**config.mk**
```make
export PLATFORM = sky130hd
export DESIGN_NAME = ttl74138_seq_decoder
export DESIGN_NICKNAME = d
export VERILOG_FILES = /design/src/rtl/ttl74138_seq_decoder.sv
export SDC_FILE = /design/constraint.sdc
export NUM_CORES = 1
export LEC_CHECK = 0
export BUFFER_PORTS_ARGS = -buffer_cell sky130_fd_sc_hd__buf_2
export CAP_MARGIN = 20
export CORE_MARGIN = 4
export CORE_UTILIZATION = 41
export CTS_BUF_LIST = sky130_fd_sc_hd__clkbuf_4 sky130_fd_sc_hd__clkbuf_8
export CTS_CLUSTER_DIAMETER = 80
export DETAILED_ROUTE_END_ITERATION = 7
export PLACE_DENSITY_LB_ADDON = 0.3
export SETUP_SLACK_MARGIN = 0.1
export SLEW_MARGIN = 5
export SYNTH_ARGS = -nofsm -noshare
export SYNTH_HDL_FRONTEND = slang
export SYNTH_SLANG_ARGS = --single-unit
```
**constraint.sdc**
```tcl
create_clock -name clk -period 4.4 [get_ports clk]
set_input_delay 0.44 -clock clk [delete_from_list [all_inputs] [get_ports clk]]
set_output_delay 0.44 -clock clk [all_outputs]
set_load 0.01 [all_outputs]
```
**src/rtl/ttl74138_seq_decoder.sv**
```systemverilog
// rtl/ttl74138_seq_decoder.sv - registered 74138-style 3-to-8 decoder with manual and auto-scan modes
//
// Ports:
//   clk    - system clock, rising edge
//   rst    - synchronous active-high reset
//   g1     - enable, active-high
//   g2a_n  - enable, active-low
//   g2b_n  - enable, active-low
//   code   - manual code {C,B,A}
//   mode   - 0 = manual decode, 1 = auto-scan
//   hold   - 1 = freeze the scan
//   y_n    - registered active-low decoded lines
//   idx    - registered index of the selected line
//   valid  - 1 when exactly one y_n line is low
//   tick   - one-cycle pulse coincident with each scan step
module ttl74138_seq_decoder #(
    parameter int TICK_DIV = 100000000
) (
    input  logic       clk,
    input  logic       rst,
    input  logic       g1,
    input  logic       g2a_n,
    input  logic       g2b_n,
    input  logic [2:0] code,
    input  logic       mode,
    input  logic       hold,
    output logic [7:0] y_n,
    output logic [2:0] idx,
    output logic       valid,
    output logic       tick
);

    localparam int PW = $clog2((TICK_DIV > 2) ? TICK_DIV : 2);
    localparam logic [PW-1:0] TERM = PW'(TICK_DIV - 1);

    typedef enum logic [1:0] {
        IDLE   = 2'd0,
        MANUAL = 2'd1,
        SCAN   = 2'd2,
        PAUSE  = 2'd3
    } state_t;

    state_t        state;
    state_t        state_next;
    logic [PW-1:0] presc;
    logic [PW-1:0] presc_next;
    logic [2:0]    idx_next;
    logic [7:0]    y_n_next;
    logic          valid_next;
    logic          tick_next;
    logic          en;

    assign en = g1 & ~g2a_n & ~g2b_n;

    function automatic logic [7:0] decode(input logic [2:0] c);
        return ~(8'b1 << c);
    endfunction

    always_comb begin
        state_next = state;
        presc_next = presc;
        idx_next   = idx;
        y_n_next   = decode(idx);
        valid_next = 1'b1;
        tick_next  = 1'b0;

        if (!en) begin
            state_next = IDLE;
        end else begin
            case (state)
                IDLE:    state_next = mode ? SCAN : MANUAL;
                MANUAL:  if (mode) state_next = SCAN;
                SCAN: begin
                    if (!mode)     state_next = MANUAL;
                    else if (hold) state_next = PAUSE;
                end
                PAUSE: begin
                    if (!mode)      state_next = MANUAL;
                    else if (!hold) state_next = SCAN;
                end
                default: state_next = IDLE;
            endcase
        end

        // Outputs are a function of the state being entered, so every
        // register lands on the same edge as the state change.
        case (state_next)
            IDLE: begin
                presc_next = '0;
                y_n_next   = 8'hFF;
                valid_next = 1'b0;
            end
            MANUAL: begin
                presc_next = '0;
                idx_next   = code;
                y_n_next   = decode(code);
            end
            SCAN: begin
                // Only a cycle spent wholly in SCAN advances the prescaler;
                // resuming from PAUSE keeps the held count.
                if (state == SCAN) begin
                    if (presc == TERM) begin
                        presc_next = '0;
                        idx_next   = idx + 3'd1;
                        tick_next  = 1'b1;
                    end else begin
                        presc_next = presc + 1'b1;
                    end
                end
                y_n_next = decode(idx_next);
            end
            default: ;
        endcase
    end

    always_ff @(posedge clk) begin
        if (rst) begin
            state <= IDLE;
            presc <= '0;
            y_n   <= 8'hFF;
            idx   <= 3'd0;
            valid <= 1'b0;
            tick  <= 1'b0;
        end else begin
            state <= state_next;
            presc <= presc_next;
            y_n   <= y_n_next;
            idx   <= idx_next;
            valid <= valid_next;
            tick  <= tick_next;
        end
    end

endmodule

```
Yosys cells after proc, flatten, opt, wreduce, memory -nomap -nowiden
Index checks and enable logic that the tools add are counted.

Bits in registers: 42. Bits in latches: 0. Memory bits (writable): 0. ROM bits: 0. Output and inout bits: 13. Logic and storage cells: 52. Memories kept: 0.

Add/subtract/negate cells: 2. $mul: 0. Divide/modulo/power cells: 0. Magnitude comparators: 0. Equal/unequal tests: 7. Shifts and indexed selects: 3. Muxes and demuxes: 18. Bitwise gates (word level): 9. Reduce and logical (&&, ||, !) cells: 7.

Operators by type and width (number): 2-to-1 mux 27 bit (2); case mux 27 bit (2 select lines) (1); adder 27 x 1 -> 27 bit, second input constant (1); equality test 27 bit, second input constant (1); NOT 8 bit (3); case mux 8 bit (3 select lines) (1); << shifter 1 x 3 -> 8 bit, first input constant (3); 2-to-1 mux 2 bit (7); 2-to-1 mux 3 bit (3); case mux 2 bit (4 select lines) (1); equality test 2 bit, second input constant (3); case mux 3 bit (2 select lines) (1); equality test 2 x 1 -> 1 bit, second input constant (2); logical NOT 2 bit (2); NOT 1 bit (4); nonzero test 2 bit (2); adder 3 x 1 -> 3 bit, second input constant (1); OR reduction 3 bit (1); AND 1 bit (2); 2-to-1 mux 1 bit (2); inequality test 2 bit, second input constant (1); AND reduction 2 bit (1); OR reduction 2 bit (1).

Logic depth before layout (Yosys ltp)
Gate-level depths: netlist (run 1).

Depth after elaboration: 9. Depth in mapped cells: 12.

Worst setup path after synthesis (run 1)
Ideal clock, no wire load.

Kind: input port to flip-flop. Start: input g2a_n. End: register presc[9]. Setup time: 0.072 ns. Arrival: 2.224 ns. Data required time: 4.328 ns. Path slack: 2.104 ns. Cell stages on the path: 11. Path through: nor2_1 nand2_1 a21o_1 ha_1 buf_6 nand3b_2 o21ai_1 nor2_1 buf_2 a21oi_1 mux2i_1.

Longest elaborated chain between the ends: 8.

Ends and longest elaborated chain: from (decl) (RTL line 22) `input logic g2a_n,`; NOT 1 bit (*) (RTL line 53) `assign en = g1 & ~g2a_n & ~g2b_n;`; AND 1 bit (*) (2 in a row) (RTL line 53); 2-to-1 mux 2 bit (*) (RTL line 67) `if (!en) begin`; equality test 2 x 1 -> 1 bit or logical NOT 2 bit (tied branches) (RTL line 87) `case (state_next)`; OR reduction 2 bit (no line); nonzero test 2 bit (no line); AND reduction 2 bit (no line); to (signal assigned) (RTL line 126) `presc <= presc_next;`; to (decl) (RTL line 45) `logic [PW-1:0] presc;`.

Every way passes the cells marked *; elsewhere a longest branch is shown, timed or not. A chain may end at the register's enable or synchronous reset.

Worst setup path in the final report (run 1)
Start: input g2a_n. End: register presc[9].

Longest elaborated chain between the ends: 8.

Ends and longest elaborated chain: NOT 1 bit (*) (RTL line 53); AND 1 bit (*) (2 in a row) (RTL line 53); 2-to-1 mux 2 bit (*) (RTL line 67); net state_next[1] (RTL line 44) `state_t state_next;`; equality test 2 x 1 -> 1 bit or logical NOT 2 bit (tied branches) (RTL line 87); OR reduction 2 bit (no line); nonzero test 2 bit (no line); AND reduction 2 bit (no line).

Mark *: on every way through the listed nets, which the timed path passes. The rest lies on a longest branch.

==> flow_summary.yaml, run 1 <==
outcome:
  outcome: "complete, no violations"
sta:
  setup_ws_ns: 1.514
  setup_viol: 0
  clock_skew_ns: 0.01039
  timing.final.hold_violations: 0
  slew_violations: 0
  fin_crit_sh_pct: 65.58
  worstMarginPinSlew_ns: 1.138
  clock.fmax_mhz: 346.5
  slew_headroom_pct: 23.90
  holdWs_ns: 0.4594
  rsz0062_at_grt: "no"
  finalCriticalPeriod_ns: 2.886
  finalSetupTns_ns: 0
critical_path:
  worstReg2RegStart: "state[1]"
  end_kind: "flip-flop"
  path_class: "in -> reg"
  worstPathArrival_ns: 3.11
  cp.required_ns: 4.63
  critical_path_peak_fanout: 31
  critPathLaunch: "g2a_n"
  critPathLaunchType: "primary input"
finish:
  fin_nets: 331
  drive_gt1_share_pct: 14.47
  fin_util_pct: 45.86
  diodes: 0
  area_growth_pct: 7.279
  stdcell_area_sq_um: 2748
  layout.cells.non_filler: 386
synthesis:
  synth_area_leaders: "dfxtp_1, ha_1, mux2i_1"
  synth-compound-area-share_pct: 21.01
  synth-edff-count: 0
  synthSimpleGateAreaFrac_pct: 28.24
  synth_xor_area_share_pct: 1.026
  synthArstFlopShare_pct: 0
  synthMuxAreaShare_pct: 5.081
  synth_cells: 297
  syn_avg_cell_area_sq_um: 8.624
  synth_flop_cell: "dfxtp_1"
  synth_nets: 318
  synthTopCellsByCount: "dfxtp_1, a21oi_1, nor2_1, nand3_1, nand2_1"
  synth_fa_ha_area_share_pct: 5.374
  synth_top_cell_area_share_pct: 32.83
  synth_cell_types: 53
  synth_most_common_cell: "dfxtp_1"
  ys_seq_elements: 42
  ys_seq_area_share_pct: 32.83
  yosysTopAreaCell: "dfxtp_1"
  ys_warn_count: 0
  synth_top_family_by_area: "simple AND/OR/NAND/NOR gates"
  syn_area_sq_um: 2561
floorplan:
  io_pins: 23
  fp.dieW_um: 87.04
  dieArea_sq_um: 7575
  core_area_sq_um: 5991
  rows: 28
  die_y_um: 87.04
  start_util_pct: 42.75
min_path:
  min_from: "presc[24]"
  min_path_type: "reg -> reg"
clocking:
  cts_made_buffers: 5
  ctsHtreeMaxLevel: 2
  root_buffer: "clkbuf_8"
  path_clk_slew_ns: 0.09
  cts_num_sinks: 42
  holdBufCountCts: 0
  cts_setup_buffers: 0
  ctsResizeCount: 0
  insertion_delay_ns: 0.30
  clockBufferDepth: 2
  cts_tree: "yes"
placement:
  gp_congestion: 0.8416
  placed_area_sq_um: 2653
  post-dp-hpwl_mm: 4.127
  dp_cells: 378
  io_buffer_count: 22
  place_ws_ns: 1.212
power_and_ir_drop:
  p_clk_share_pct: 37.8
  total_power_mw: 0.7027
  p_leak_nw: 0.9583
  pwr_density_cell_nw_per_um2: 255.8
  internal_power_mw: 0.5283
  combPwrFrac_pct: 7.1
  p_seq_share_pct: 55.1
  peakVddDrop_mv: 0.1810
  swShare_pct: 24.82
  p_sw_mw: 0.1744
drt:
  antenna_left: 0
  via_count: 2264
  drtIter0Drc: 95
  via_per_inst: 5.865
  dr.pass1.iters: 4
  drc_errors: 0
  routed_wl_mm: 5.738
  wire_per_inst_um: 14.87
global_routing:
  grt_max_degree: 32
  grt_pass1_vias: 2164
  grt.total_usage_pct: 15.84
  grt-ovfl-total: 0
  grt_pass1_wl_mm: 9.653
  antenna_found_initial: 0
flow_run:
  max-cap-violations: 0
## layout by cell type (no fill, tap or decap), types with 7 or more instances in the layout
cell type | synthesis | layout
and2_1 | 9 | 9
and4_1 | 8 | 8
nand2_1 | 15 | 15
inv_1 | 12 | 12
nand4_1 | 14 | 14
nand3_1 | 18 | 18
dfxtp_1 | 42 | 42
a31oi_1 | 7 | 7
and3_1 | 8 | 8
nor2_1 | 23 | 23
buf_2 | 3 | 22
ha_1 | 11 | 11
a21oi_1 | 23 | 23
mux2i_1 | 13 | 13
o21ai_0 | 14 | 14
## registers in the layout, summed over array words and instances, names as in the netlist
name and flops:
tick 1, y_n 8, valid 1, state 2
idx 3, presc 27
## critical path, stage by stage
cell and delay, ns:
buf_2 0.09, nor2_1 0.13, nand3_1 0.17, inv_1 0.12
ha_1 0.50, nand3b_2 0.34, a211oi_4 0.96, a21oi_1 0.16
mux2i_1 0.18
## cells by family (layout without fill, tap and decap cells)
group | count (synthesis) | after routing
buffers and inverters | 29 | 43
adders and majority gates | 11 | 11
xor gates and xnor gates | 3 | 3
DFF | 42 | 42
and+or+nand+nor | 120 | 120
AOI/OAI and AO/OA | 79 | 79
muxes | 13 | 13
## final cells by class
type	count	area [sq um]
sequential	42	840.8
clock inverter	2	12.51
timing repair buffer	23	117.6
inverter	12	45.04
tap	75	93.84
multi-input combinational	226	1555
clock buffer	6	82.58
fill	599	3243
## layer usage
layer / up-vias / routed length, um / global-route usage (%)
met5: - / 0 / 0
li1: 1140 / - / -
met4: 0 / 131 / 7.224
met2: 57 / 2764 / 26.92
met1: 1051 / 2583 / 19.33
met3: 16 / 259 / 2.838
## worst paths after layout
| path | to | slack (ns) | cells past startpoint |
|---|---|---|---|
| worst max register to register | presc[9] | 1.60 | 7 |
| worst min-delay path | presc[24] | 0.46 | 1 |
| worst min register to register | presc[24] | 0.46 | 1 |
| worst max-delay path | presc[9] | 1.51 | 9 |
## power by group through the flow
stage               clock, mW  sequential [mW]  combinational, mW
floorplan                   0            0.398             0.0308
global placement            0            0.396             0.0486
detailed placement          0            0.396             0.0494
CTS                     0.276            0.387             0.0496
global route            0.290            0.388             0.0554
finish                  0.266            0.387             0.0496
Power figures use the tool's default switching activity.
==> run 2: changes to the inputs <==
==> constraint.sdc (replaced) <==
create_clock -name clk -period 2.79 [get_ports clk]
set_input_delay 0.279 -clock clk [delete_from_list [all_inputs] [get_ports clk]]
set_output_delay 0.279 -clock clk [all_outputs]
set_load 0.01 [all_outputs]
==> run 2 against run 1 <==
Global-route usage about the same. Hold slack got worse by 0.15 ns. Core utilization increased by 0.67 points. Combinational power increased by 58%. Flip-flop and latch count unchanged. Register-to-register slack got worse by 1.1 ns. Design area increased by 1.5%. Clock skew increased by 0.0054 ns. Sequential power increased by 58%. Largest power group unchanged.
==> flow_summary.yaml, run 2 (synthesized netlist as in run 1, its figures left out) <==
finish:
  largest_reg_flops: 27
  fill_cells: 591
  most-common-layout-cells: "dfxtp_1, nor2_1, a21oi_1, buf_2, nand3_1"
  diodes: 0
  top_register: "presc"
  drive_gt1_share_pct: 15.02
  fin_nets: 334
  area_growth_pct: 8.842
  layout_commonest_cell: "dfxtp_1"
  reg_top3: "presc: 27 flops, y_n: 8 flops, idx: 3 flops"
clocking:
  clockBufferDepth: 2
  ctsResizeCount: 0
  path_clk_slew_ns: 0.09
  cts_made_buffers: 5
  cts_setup_buffers: 0
  root_buffer: "clkbuf_8"
  insertion_delay_ns: 0.30
  ctsHtreeMaxLevel: 2
  holdBufCountCts: 0
  cts_num_sinks: 42
  cts_tree: "yes"
outcome:
  outcome: "complete, no violations"
min_path:
  min_delay_path_depth: 3
  min_from: "mode"
  min_path_type: "in -> reg"
  min_to: "state[1]"
sta:
  timing.final.hold_violations: 0
  finalSetupTns_ns: 0
  clock_skew_ns: 0.01575
  slew_violations: 0
  clock.fmax_mhz: 429.5
  finalCriticalPeriod_ns: 2.328
  worstMarginPinSlew_ns: 0.4666
  rsz0062_at_grt: "no"
  setup_viol: 0
  fin_crit_sh_pct: 83.45
  slew_headroom_pct: 68.40
global_routing:
  grt_pass1_wl_mm: 9.556
  antenna_found_initial: 0
  grt-ovfl-total: 0
  grt_util_met3_pct: 4.352
  grt.total_usage_pct: 15.80
  grtUsageMet1_pct: 19.39
  met2_usage_pct: 26.36
  grt_pass1_vias: 2080
  grt-busiest-layer: "met2"
  grt_max_degree: 32
placement:
  io_buffer_count: 22
  gp_congestion: 0.8642
  post-dp-hpwl_mm: 4.217
power_and_ir_drop:
  swShare_pct: 22.45
  p_leak_nw: 0.9836
  peakVddDrop_mv: 0.3180
  internal_power_mw: 0.9221
  combPwrFrac_pct: 6.6
  total_power_mw: 1.189
  pwr_density_cell_nw_per_um2: 426.5
  p_sw_mw: 0.2670
  p_clk_share_pct: 42.1
  p_seq_share_pct: 51.3
drt:
  wire_per_inst_um: 14.98
  drc_errors: 0
  via_count: 2257
  drtIter0Drc: 99
  dr.pass1.iters: 4
  via_per_inst: 5.817
  antenna_left: 0
  routed_wl_mm: 5.814
critical_path:
  worstPathArrival_ns: 2.50
  rr_endpoint: "y_n[6]"
  max_stage_delay_ns: 0.45
  path_class: "reg -> reg"
  critPathLaunchType: "flip-flop"
  cp.buffers_inverters: 0
  worstReg2RegStart: "presc[0]"
  end_kind: "flip-flop"
  cp_slowest_cell: "and4_1"
  reg2reg_depth: 6
  path_delay_family: "simple AND/OR/NAND/NOR gates"
  path_cells: "ha_1 > and3_2 > and4_1 > nand2_2 > o311ai_1 > a32oi_1"
  critical_path_peak_fanout: 13
  cp.required_ns: 2.97
  rrSetupSlack_ns: 0.46
floorplan:
  io_pins: 23
  core_area_sq_um: 5991
  start_util_pct: 42.75
  dieArea_sq_um: 7575
  die_y_um: 87.04
  fp.dieW_um: 87.04
  rows: 28
flow_run:
  max-cap-violations: 0
## run 2: how the worst max path moves through the flow
stage                     startpoint  endpoint  slack (ns)  cells after the start
final                       presc[0]    y_n[6]        0.46                      6
after global routing        presc[0]    y_n[6]        0.32                      6
after CTS                   presc[0]    y_n[6]        0.48                      6
after detailed placement    presc[0]    y_n[6]        0.49                      6
after global placement      presc[0]    y_n[6]        0.54                      6
after floorplan                g2a_n  presc[9]        0.66                     11
## run 2: per-stage QoR
stage | setup slack [ns] | area [sq um] | std cells | util, % | hold WS [ns]
global placement | 0.5370 | 2675 | 381 | 44.65 | 0.4424
detailed placement | 0.4941 | 2675 | 381 | 44.65 | 0.4485
finish | 0.4616 | 2788 | 388 | 46.53 | 0.3045
floorplan | 0.6553 | 2561 | 297 | - | 0.4323
CTS | 0.4805 | 2788 | 388 | 46.53 | 0.3064
global route | 0.3159 | 2788 | 388 | 46.53 | 0.3251
## run 2: power groups by stage
stage	Clock (mW)	Sequential (mW)	Combinational (mW)
detailed placement	0	0.624	0.0788
floorplan	0	0.627	0.0486
finish	0.500	0.610	0.0786
CTS	0.510	0.610	0.0789
global route	0.540	0.611	0.0885
global placement	0	0.625	0.0781
## run 2: worst min-delay path, stage by stage
cell and delay [ns]:
buf_2 0.11, nand3_1 0.13, nor2_1 0.05
## run 2: layout make-up
type	count	area [sq um]	share of cell area (%)
multi-input cells	226	1555	55.79
flip-flops and latches	42	840.8	30.16
repair buffers	26	140.1	5.027
well taps	75	93.84	3.366
clock buffers	6	82.58	2.962
inverters	12	45.04	1.616
clock inverters	1	30.03	1.077
## run 2: per-layer routing
metal	share of wire (%)	vias up	wire, um
li1	-	1141	-
met1	46	1050	2675
met2	47	53	2742
met3	4.4	13	258
met4	2.3	0	136
met5	0	-	0
